--- src/rtl/demux_1_to_6_reg.sv ---
// Registered 1-to-N distributor: each accepted word is steered to the channel named by
// in_sel and held in that channel's one-entry register until its consumer takes it.
module demux_1_to_6_reg #(
    parameter int WIDTH = 8,
    parameter int NCH   = 6,
    parameter int SEL_W = 3,
    parameter int CNT_W = 8
) (
    input  logic                 clk,
    input  logic                 rst_n,
    input  logic [WIDTH-1:0]     in_data,
    input  logic [SEL_W-1:0]     in_sel,
    input  logic                 in_valid,
    output logic                 in_ready,
    output logic [NCH*WIDTH-1:0] out_data,
    output logic [NCH-1:0]       out_valid,
    input  logic [NCH-1:0]       out_ready,
    output logic                 err_sel,
    output logic [CNT_W-1:0]     drop_cnt
);

    logic [NCH*WIDTH-1:0] data_r;
    logic [NCH-1:0]       valid_r;
    logic                 err_r;
    logic [CNT_W-1:0]     cnt_r;

    logic                 in_range_s;
    logic                 ready_s;
    logic [NCH-1:0]       load_s;
    logic                 drop_s;

    // Extra select bit keeps the range test correct when NCH equals 2**SEL_W.
    assign in_range_s = ({1'b0, in_sel} < (SEL_W + 1)'(NCH));

    // Acceptance decision: an in-range word needs room in its channel, an out-of-range word is always taken.
    always_comb begin
        ready_s = 1'b1;
        if (in_range_s) begin
            for (int k = 0; k < NCH; k++) begin
                if (in_sel == SEL_W'(k)) begin
                    ready_s = !valid_r[k] || out_ready[k];
                end else begin
                    ready_s = ready_s;
                end
            end
        end else begin
            ready_s = 1'b1;
        end
    end

    // Per-channel load strobes and the drop strobe for out-of-range words.
    always_comb begin
        load_s = '0;
        drop_s = 1'b0;
        if (in_valid && ready_s) begin
            if (in_range_s) begin
                for (int k = 0; k < NCH; k++) begin
                    load_s[k] = (in_sel == SEL_W'(k));
                end
            end else begin
                drop_s = 1'b1;
            end
        end else begin
            load_s = '0;
            drop_s = 1'b0;
        end
    end

    // Channel holding registers: a load wins over a drain, so FULL-with-ready-and-load stays FULL.
    always_ff @(posedge clk or negedge rst_n) begin
        if (!rst_n) begin
            data_r  <= '0;
            valid_r <= '0;
        end else begin
            for (int k = 0; k < NCH; k++) begin
                if (load_s[k]) begin
                    data_r[k*WIDTH +: WIDTH] <= in_data;
                    valid_r[k]               <= 1'b1;
                end else if (out_ready[k]) begin
                    valid_r[k] <= 1'b0;
                end else begin
                    valid_r[k] <= valid_r[k];
                end
            end
        end
    end

    // Error pulse and saturating drop counter.
    always_ff @(posedge clk or negedge rst_n) begin
        if (!rst_n) begin
            err_r <= 1'b0;
            cnt_r <= '0;
        end else begin
            err_r <= drop_s;
            if (drop_s && (cnt_r != {CNT_W{1'b1}})) begin
                cnt_r <= cnt_r + CNT_W'(1);
            end else begin
                cnt_r <= cnt_r;
            end
        end
    end

    assign in_ready  = ready_s;
    assign out_data  = data_r;
    assign out_valid = valid_r;
    assign err_sel   = err_r;
    assign drop_cnt  = cnt_r;

endmodule

--- config.mk ---
export PLATFORM = sky130hd
export DESIGN_NAME = demux_1_to_6_reg
export DESIGN_NICKNAME = d
export VERILOG_FILES = /design/src/rtl/demux_1_to_6_reg.sv
export SDC_FILE = /design/constraint.sdc
export NUM_CORES = 1
export LEC_CHECK = 0
export ABC_AREA = 1
export CAP_MARGIN = 20
export CORE_MARGIN = 1.5
export CORE_UTILIZATION = 45
export CTS_CLUSTER_SIZE = 40
export DETAILED_ROUTE_END_ITERATION = 8
export PLACE_DENSITY = 0.8
export SLEW_MARGIN = 10
export SYNTH_ARGS = -nofsm -noshare
export SYNTH_HDL_FRONTEND = slang
export SYNTH_SLANG_ARGS = --single-unit
--- constraint.sdc ---
create_clock -name clk -period 1.9 [get_ports clk]
set_clock_uncertainty 0.1 [all_clocks]
set_input_delay 0.38 -clock clk [delete_from_list [all_inputs] [get_ports clk]]
set_output_delay 0.38 -clock clk [all_outputs]
set_load 0.01 [all_outputs]
==> results.sh, run 1 <==
export IMPL_status="finished clean"
export IMPL_grtUsageTotal=0.245
export IMPL_post_route_worst_setup_slack_ns=0.0187
export IMPL_ys_seq_area_frac=0.588
export IMPL_leakagePower_uw=0.00205
export IMPL_cp_cell_sequence="buf_4 -> buf_4 -> buf_4 -> dlygate4sd2_1"
export IMPL_vias=2522
export IMPL_ir_worst_vdd_mv=0.750
export IMPL_crit_cells=4
export IMPL_period_minus_slack_ns=1.88
export IMPL_cts_made_buffers=9
export IMPL_hold_depth=2
export IMPL_critPathMaxStageDelay_ns=0.40
export IMPL_ys_types=27
export IMPL_place_ws_ns=-0.656
export IMPL_slew_headroom=0.775
export IMPL_ant_nets=0
export IMPL_port_buffers=83
export IMPL_syn_avg_cell_area_um2=9.03
export IMPL_holdWs_ns=0.183
export IMPL_die_height_um=80.2
export IMPL_cp_required_ns=1.42
export IMPL_slowest_stage="dfrtp_1"
export IMPL_cts_tree="yes"
export IMPL_hold_viol_final=0
export IMPL_wirelength_mm=7.48
export IMPL_layout_cells_non_filler=497
export IMPL_reg2reg_depth=8
export IMPL_routed_via_density=5.07
export IMPL_nNetsFinal=441
export IMPL_clk_latency_ns=0.34
export IMPL_wl_per_cell_um=15.1
export IMPL_yosys_warnings=0
export IMPL_antenna_found_initial=0
export IMPL_rrSetupSlack_ns=0.13
export IMPL_dieArea_mm2=0.00643
export IMPL_rows=27
export IMPL_clkTransAtPathRegs_ns=0.08
export IMPL_synth_nets=318
export IMPL_syn_to_final_growth_pct=56.9
export IMPL_clock_path_buffers=2
export IMPL_path_buf_inv=4
export IMPL_hp_class="in2reg"
export IMPL_layout_common_cells="nand2_1, clkdlybuf4s50_1, dfrtp_1, buf_4, o21ai_0"
export IMPL_grt_pass1_vias=2457
export IMPL_placed_cells=473
export IMPL_maxCapViolCount=0
export IMPL_synth_seq_cells=63
export IMPL_drive_above_1_share=0.205
export IMPL_path_max_fanout=2
export IMPL_endpoint_kind="output port"
export IMPL_tightest_slew_ns=0.338
export IMPL_start_util=0.475
export IMPL_io_pins=84
export IMPL_drt_iter0_markers=156
export IMPL_synthCells=297
export IMPL_antenna_cells=0
export IMPL_final_setup_viol_count=0
export IMPL_cts_sinks=63
export IMPL_critPathArrivalTime_ns=1.40
export IMPL_critical_path_class="reg2out"
export IMPL_die_w_um=80.2
export IMPL_drc=0
export IMPL_cp_common_cell="buf_4"
export IMPL_drv_slew=0
export IMPL_final_common_cell="nand2_1"
export IMPL_crit_family="buffers and inverters"
export IMPL_dr_pass1_iters=4
export IMPL_p_per_area_mw_per_mm2=1080
export IMPL_grt_pass1_wl_mm=11.8
export IMPL_fmax_mhz=532
export IMPL_grt_overflow_total=0
export IMPL_dp_hpwl_mm=5.02
export IMPL_gp_congestion=0.904
export IMPL_synth_area_mm2=0.00268
export IMPL_grt_max_degree=64
export IMPL_post_route_period_util=0.990
export IMPL_core_region_area_mm2=0.00564
export IMPL_critPathLaunchType="flip-flop"
export IMPL_h_tree_depth=3
export IMPL_cts_root_buf="clkbuf_8"
==> cell families (layout without fill, tap and decap cells) <==
kind of cell             count (synthesis)  after routing  share of synthesized area
flip-flops                              63             63                      0.588
buffers and inverters                   30            158                     0.0467
adder cells (fa/ha/maj)                  1              1                    0.00467
AND/OR/NAND/NOR                        150            150                      0.252
XOR/XNOR                                 5              5                     0.0163
AO/OA/AOI/OAI                           48             48                     0.0919
==> final cells by class <==
cell class	count	area (um^2)
clock inverter	7	121
timing repair buffer	118	1130
inverter	24	90.1
multi-input combinational	204	1070
sequential	63	1580
fill	389	1440
tap	72	90.1
clock buffer	9	124
==> worst paths after layout <==
check,from,to
setup / recovery,out_valid[1],out_valid[1]
hold / removal,out_ready[0],out_valid[0]
setup reg to reg,drop_cnt[1],drop_cnt[7]
hold reg to reg,out_data[31],out_data[31]
max in group asynchronous,rst_n,out_data[1]
min in group asynchronous,rst_n,drop_cnt[3]
==> synth_stat cells, drive strengths merged <==
| cell | instances | area (um^2) |
|---|---|---|
| a21oi | 2 | 13.8 |
| buf | 5 | 31.3 |
| clkbuf | 1 | 3.75 |
| dfrtp | 63 | 1580 |
| ha | 1 | 12.5 |
| inv | 24 | 90.1 |
| nand2 | 111 | 429 |
| nand3 | 10 | 80.1 |
| nand4 | 8 | 50.1 |
| nor2 | 17 | 90.1 |
| nor3 | 3 | 20.0 |
| nor3b | 1 | 7.51 |
| o21ai | 44 | 220 |
| o22ai | 2 | 12.5 |
| xnor2 | 1 | 8.76 |
| xor2 | 4 | 35.0 |
==> what timing repair did <==
item	CTS	global route
setup endpoints to repair	61	27
pin swaps	5	9
hold endpoints to repair	63	0
hold buffers	1	0
setup buffers	1	6
resized for setup	18	34
==> report_power, final <==
group | switching, uW | total, uW | internal [uW]
sequential | 194 | 1820 | 1620
clock | 550 | 1430 | 875
combinational | 583 | 1300 | 719
==> flip-flops by register name, indices dropped and copies added, names as in the netlist <==
register	count
out_data	48
drop_cnt	8
out_valid	6
err_sel	1
==> per-layer routing <==
layer,vias to the layer above,GRT usage,wire (um)
met2,103,0.385,3680
met5,-,0,0
met4,0,0.131,208
li1,1202,-,-
met3,20,0.0625,491
met1,1197,0.310,3110
==> through the flow <==
step,total power [uW],TNS (ns),utilization,area (um^2)
2_1_floorplan,2270,0,-,2680
3_3_place_gp,3050,-24.84,0.674,3800
3_5_place_dp,3090,-29.92,0.674,3800
4_1_cts,4540,-0.0224,0.723,4080
5_1_grt,4770,-0.0290,0.746,4210
6_report,4550,0,0.746,4210
(Power assumes the default switching activity.)
==> run 2: changes to the inputs <==
--- a/config.mk
+++ b/config.mk
@@ -12,6 +12,7 @@
 export CTS_CLUSTER_SIZE = 40
 export DETAILED_ROUTE_END_ITERATION = 8
 export PLACE_DENSITY = 0.8
+export RECOVER_POWER = 50
 export SLEW_MARGIN = 10
 export SYNTH_ARGS = -nofsm -noshare
 export SYNTH_HDL_FRONTEND = slang
==> constraint.sdc (replaced) <==
create_clock -name clk -period 2.2 [get_ports clk]
set_clock_uncertainty 0.1 [all_clocks]
set_input_delay 0.44 -clock clk [delete_from_list [all_inputs] [get_ports clk]]
set_output_delay 0.44 -clock clk [all_outputs]
set_load 0.01 [all_outputs]
==> run 2 against run 1 <==
Against the previous run: sequential power shrank 14%; sequential share of layout area grew 2.1 points; global-route usage shrank 0.098 points; combinational power shrank 20%; worst hold slack gained 0.20 ns; worst setup slack gained 0.061 ns; sequential cell count is the same; register-to-register slack gained 0.10 ns; critical path depth grew 4.
==> results.sh, run 2 (synthesis gave the netlist of run 1 again) <==
export IMPL_status="finished clean"
export IMPL_wirelength_mm=7.23
export IMPL_drt_iter0_markers=131
export IMPL_cts_sinks=63
export IMPL_path_max_fanout=2
export IMPL_antenna_cells=0
export IMPL_slew_headroom=0.0877
export IMPL_path_buf_inv=2
export IMPL_routed_via_density=5.14
export IMPL_cp_required_ns=1.66
export IMPL_fmax_mhz=472
export IMPL_gp_congestion=0.922
export IMPL_p_sw_uw=1120
export IMPL_grt_max_degree=42
export IMPL_reg2reg_depth=8
export IMPL_syn_to_final_growth_pct=48.7
export IMPL_core_region_area_mm2=0.00564
export IMPL_largest_reg_flops=48
export IMPL_cp_common_cell="nand3_1"
export IMPL_crit_family="buffers and inverters"
export IMPL_hold_depth=2
export IMPL_critPathArrivalTime_ns=1.58
export IMPL_dr_pass1_iters=4
export IMPL_rrSetupSlack_ns=0.23
export IMPL_cts_tree="yes"
export IMPL_hp_class="reg2reg"
export IMPL_critPathMaxStageDelay_ns=0.44
export IMPL_slowest_stage="clkdlybuf4s50_1"
export IMPL_finalCoreUtilization=0.707
export IMPL_dpl_cell_area_mm2=0.00378
export IMPL_die_w_um=80.2
export IMPL_combPwrFrac=0.288
export IMPL_endpoint_kind="output port"
export IMPL_rsz0062_at_grt="yes"
export IMPL_r2r_start="drop_cnt[0]"
export IMPL_swShare=0.311
export IMPL_start_util=0.475
export IMPL_cts_root_buf="clkbuf_8"
export IMPL_critPathLaunchType="input port"
export IMPL_die_height_um=80.2
export IMPL_h_tree_depth=3
export IMPL_post_route_period_util=0.964
export IMPL_io_pins=84
export IMPL_drive_above_1_share=0.145
export IMPL_antenna_found_initial=0
export IMPL_dp_hpwl_mm=5.37
export IMPL_final_setup_viol_count=0
export IMPL_rows=27
export IMPL_maxCapViolCount=0
export IMPL_port_buffers=83
export IMPL_drv_slew=0
export IMPL_p_per_area_mw_per_mm2=904
export IMPL_period_minus_slack_ns=2.12
export IMPL_stdcell_area_mm2=0.00399
export IMPL_ant_nets=0
export IMPL_vias=2503
export IMPL_clock_path_buffers=2
export IMPL_p_int_uw=2480
export IMPL_cp_cell_sequence="clkdlybuf4s50_1 -> nor2_2 -> nand3_1 -> nand3_1 -> nand2_1 -> nand2_2 -> nand2_4 -> buf_2"
export IMPL_hold_viol_final=0
export IMPL_grt_pass1_wl_mm=11.8
export IMPL_dieArea_mm2=0.00643
export IMPL_grt_overflow_total=0
export IMPL_final_common_cell="nand2_1"
export IMPL_layout_common_cells="nand2_1, dfrtp_1, clkdlybuf4s50_1, o21ai_0, dlygate4sd3_1"
export IMPL_reg2reg_to="drop_cnt[2]"
export IMPL_nNetsFinal=431
export IMPL_p_seq_frac=0.435
export IMPL_grt_pass1_vias=2418
export IMPL_clk_latency_ns=0.34
export IMPL_leakagePower_uw=0.00197
export IMPL_tightest_slew_ns=1.37
export IMPL_post_cts_buffers=0
export IMPL_ir_worst_vdd_mv=0.603
export IMPL_drc=0
export IMPL_grtUsageTotal=0.244
export IMPL_cts_made_buffers=9
export IMPL_critical_path_class="in2out"
export IMPL_min_delay_start="out_data[16]"
export IMPL_clkTransAtPathRegs_ns=0.07
export IMPL_pwr_share_clk=0.277
export IMPL_min_to="out_data[16]"
export IMPL_wl_per_cell_um=14.8
## run 2: changes by cell type in the layout (fill, tap and decap cells not counted), moves of 4 or more
cell             before  now
dlygate4sd3_1         1   29
o21ai_1              18   12
nor2_4                5    0
o21ai_0              26   32
nand3_1               3    7
buf_4                29   21
clkdlybuf4s50_1      73   50
nand3_2               5    1
## run 2: timing repair
item / 4_1_cts / 5_1_grt
hold buffers: 1 / 0
endpoints found under the hold margin: 22 / 0
gates resized for setup: 11 / 0
pin swaps: 2 / 0
setup endpoints to repair: 25 / 3
## run 2: layout make-up
cell class | count | area, um^2
well taps | 72 | 90.1
clock buffers | 9 | 124
flip-flops and latches | 63 | 1580
inverters | 24 | 90.1
fillers | 440 | 1660
repair buffers | 108 | 1040
clock inverters | 7 | 72.6
multi-input cells | 204 | 990
## run 2: worst max path at each step
stage,endpoint,startpoint,slack [ns],cells after the start
final,in_ready,out_ready[1],0.08,8
after global placement,in_ready,in_sel[1],-0.43,10
after CTS,in_ready,out_ready[1],0.09,8
after floorplan,out_data[13],in_sel[1],0.48,11
after global routing,out_data[37],out_ready[2],-0.007,14
after detailed placement,in_ready,in_sel[1],-0.53,10
## run 2: metrics by stage
step / hold WS (ns) / cells / worst slack (ns) / power (uW) / TNS, ns
after global placement: 0.347 / 470 / -0.427 / 2630 / -11.04
after floorplan: 0.0444 / 297 / 0.478 / 1960 / 0
final: 0.383 / 487 / 0.0798 / 3610 / 0
after CTS: 0.387 / 487 / 0.0891 / 3680 / 0
after detailed placement: 0.355 / 470 / -0.528 / 2670 / -17.66
after global routing: 0.400 / 487 / -0.00665 / 3800 / -0.0113
## run 2: tightest hold or removal path: cells and delay by family (launching register included)
| family | cells | cell delay [ns] |
|---|---|---|
| flops | 1 | 0.34 |
| compound gates | 1 | 0.06 |
| simple gates | 1 | 0.05 |
## run 2: routing by layer
| metal | vias to the layer above | GRT usage | routed length (um) |
|---|---|---|---|
| met5 | - | 0 | 0 |
| met4 | 0 | 0.0862 | 153 |
| met3 | 17 | 0.0875 | 557 |
| met2 | 112 | 0.384 | 3490 |
| met1 | 1186 | 0.311 | 3020 |
| li1 | 1188 | - | - |
## run 2: power groups by stage
stage / sequential [uW] / combinational [uW] / clock [uW]
after CTS: 1570 / 1090 / 1020
final: 1570 / 1040 / 1000
after global placement: 1580 / 1050 / 0
after detailed placement: 1580 / 1090 / 0
after global routing: 1590 / 1140 / 1070
after floorplan: 1680 / 284 / 0
==> run 3: changes to the inputs <==
--- a/config.mk
+++ b/config.mk
@@ -8,10 +8,10 @@
 export ABC_AREA = 1
 export CAP_MARGIN = 20
 export CORE_MARGIN = 1.5
-export CORE_UTILIZATION = 45
+export CORE_UTILIZATION = 50
 export CTS_CLUSTER_SIZE = 40
 export DETAILED_ROUTE_END_ITERATION = 8
-export PLACE_DENSITY = 0.8
+export PLACE_DENSITY = 0.87
 export RECOVER_POWER = 50
 export SLEW_MARGIN = 10
 export SYNTH_ARGS = -nofsm -noshare
==> run 3 against run 2 <==
Against the previous run: register-to-register slack gained 0.14 ns; worst setup slack gained 0.049 ns; first-iteration DRC count grew 39%; total power shrank 0.78%; sequential cell count is the same; core utilization grew 7.2 points; non-clock buffer count grew 3; critical path type unchanged; combinational power is essentially flat.
==> results.sh, run 3 (synthesis gave the netlist of run 1 again) <==
export IMPL_path_buf_inv=2
export IMPL_nNetsFinal=434
export IMPL_crit_family="simple AND/OR/NAND/NOR gates"
export IMPL_grt_pass1_wl_mm=12.3
export IMPL_slew_headroom=0.319
export IMPL_register_area_mm2=0.00158
export IMPL_tightest_slew_ns=1.02
export IMPL_ir_worst_vdd_mv=0.747
export IMPL_final_common_cell="nand2_1"
export IMPL_hold_viol_final=0
export IMPL_antenna_cells=0
export IMPL_h_tree_depth=3
export IMPL_fmax_mhz=483
export IMPL_cts_tree="yes"
export IMPL_grt_overflow_total=0
export IMPL_period_minus_slack_ns=2.07
export IMPL_dr_pass1_iters=4
export IMPL_grt_max_degree=47
export IMPL_slowest_stage="clkdlybuf4s50_1"
export IMPL_gp_congestion=0.852
export IMPL_p_per_area_mw_per_mm2=894
export IMPL_rsz0062_at_grt="no"
export IMPL_drc=0
export IMPL_n_fill_cell=391
export IMPL_dpl_cell_area_mm2=0.00380
export IMPL_grtUsageTotal=0.273
export IMPL_multi_input_area_um2=985
export IMPL_cts_root_buf="clkbuf_8"
export IMPL_grt_pass1_vias=2525
export IMPL_cp_cell_sequence="clkdlybuf4s50_1 -> nor2_1 -> nand3_1 -> nand3_1 -> nand2_1 -> nand2_2 -> nand2_4 -> clkbuf_2"
export IMPL_die_height_um=76.2
export IMPL_io_pins=84
export IMPL_drt_iter0_markers=182
export IMPL_cts_sinks=63
export IMPL_critPathLaunchType="input port"
export IMPL_critPathArrivalTime_ns=1.53
export IMPL_critPathMaxStageDelay_ns=0.42
export IMPL_post_route_period_util=0.941
export IMPL_largest_reg_flops=48
export IMPL_dp_hpwl_mm=5.29
export IMPL_routed_via_density=5.18
export IMPL_critical_path_class="in2out"
export IMPL_clkTransAtPathRegs_ns=0.06
export IMPL_maxCapViolCount=0
export IMPL_stdcell_area_mm2=0.00400
export IMPL_post_route_worst_setup_slack_ns=0.129
export IMPL_drv_slew=0
export IMPL_hp_class="reg2reg"
export IMPL_layout_cells_non_filler=488
export IMPL_place_ws_ns=-0.493
export IMPL_endpoint_kind="output port"
export IMPL_clk_latency_ns=0.34
export IMPL_port_buffers=83
export IMPL_syn_to_final_growth_pct=49.2
export IMPL_start_util=0.522
export IMPL_cp_required_ns=1.66
export IMPL_layout_common_cells="nand2_1, dfrtp_1, clkdlybuf4s50_1, o21ai_0, dlygate4sd3_1"
export IMPL_rows=26
export IMPL_antenna_found_initial=0
export IMPL_drive_above_1_share=0.148
export IMPL_cp_common_cell="nand3_1"
export IMPL_vias=2527
export IMPL_dieArea_mm2=0.00581
export IMPL_die_w_um=76.2
export IMPL_ant_nets=0
export IMPL_placed_cells=471
export IMPL_path_max_fanout=2
export IMPL_leakagePower_uw=0.00200
export IMPL_final_setup_viol_count=0
export IMPL_wl_per_cell_um=15.0
export IMPL_core_region_area_mm2=0.00514
export IMPL_clock_path_buffers=2
export IMPL_cts_made_buffers=9
export IMPL_wirelength_mm=7.30
export IMPL_status="finished clean"
[run 3: worst min-delay path: stages (launching register included)]
cell	delay (ns)
dfrtp_1	0.34
nand2_1	0.05
o21ai_0	0.06
[run 3: report_power, final]
part	switching, uW	total (uW)	internal (uW)
combinational	489	1050	560
clock	433	964	531
sequential	162	1560	1400
total	1080	3580	2490
[run 3: final cells by class]
type                            instances  share of cell area
Clock buffer                           14              0.0457
Clock inverter                          2             0.00313
Inverter                               24              0.0225
Multi-Input combinational cell        204               0.246
Sequential cell                        63               0.394
Tap cell                               70              0.0219
Timing Repair Buffer                  111               0.266
[run 3: layer usage]
layer	share of wire	track usage	vias up	wire length, um
met3	0.056	0.0778	22	406
met4	0.024	0.122	0	173
met2	0.51	0.460	91	3740
met1	0.41	0.326	1226	2980
li1	-	-	1188	-
met5	0	0	-	0
[run 3: per-stage QoR]
step           hold slack, ns  power [uW]   util  TNS [ns]
2_1_floorplan          0.0444        1960      -         0
5_1_grt                 0.408        3760  0.778         0
4_1_cts                 0.389        3650  0.782         0
3_3_place_gp            0.297        2630  0.739     -9.28
3_5_place_dp            0.298        2670  0.739    -15.78
6_report                0.382        3580  0.778         0
[run 3: timing repair]
action	4_1_cts	5_1_grt
gates resized for setup	11	1
endpoints found under the hold margin	17	0
buffers inserted	0	0
hold buffers	1	0
endpoints found under the setup margin	20	1
pin swaps	1	0
[run 3: final timing paths]
kind,startpoint,end,slack (ns),cells past startpoint
min in group asynchronous,rst_n,err_sel,0.71,2
max in group asynchronous,rst_n,out_data[4],0.52,3
worst min register to register,out_data[3],out_data[3],0.38,2
worst max-delay path,out_ready[0],in_ready,0.13,8
worst min-delay path,out_data[3],out_data[3],0.38,2
worst max register to register,out_valid[3],out_data[39],0.37,12
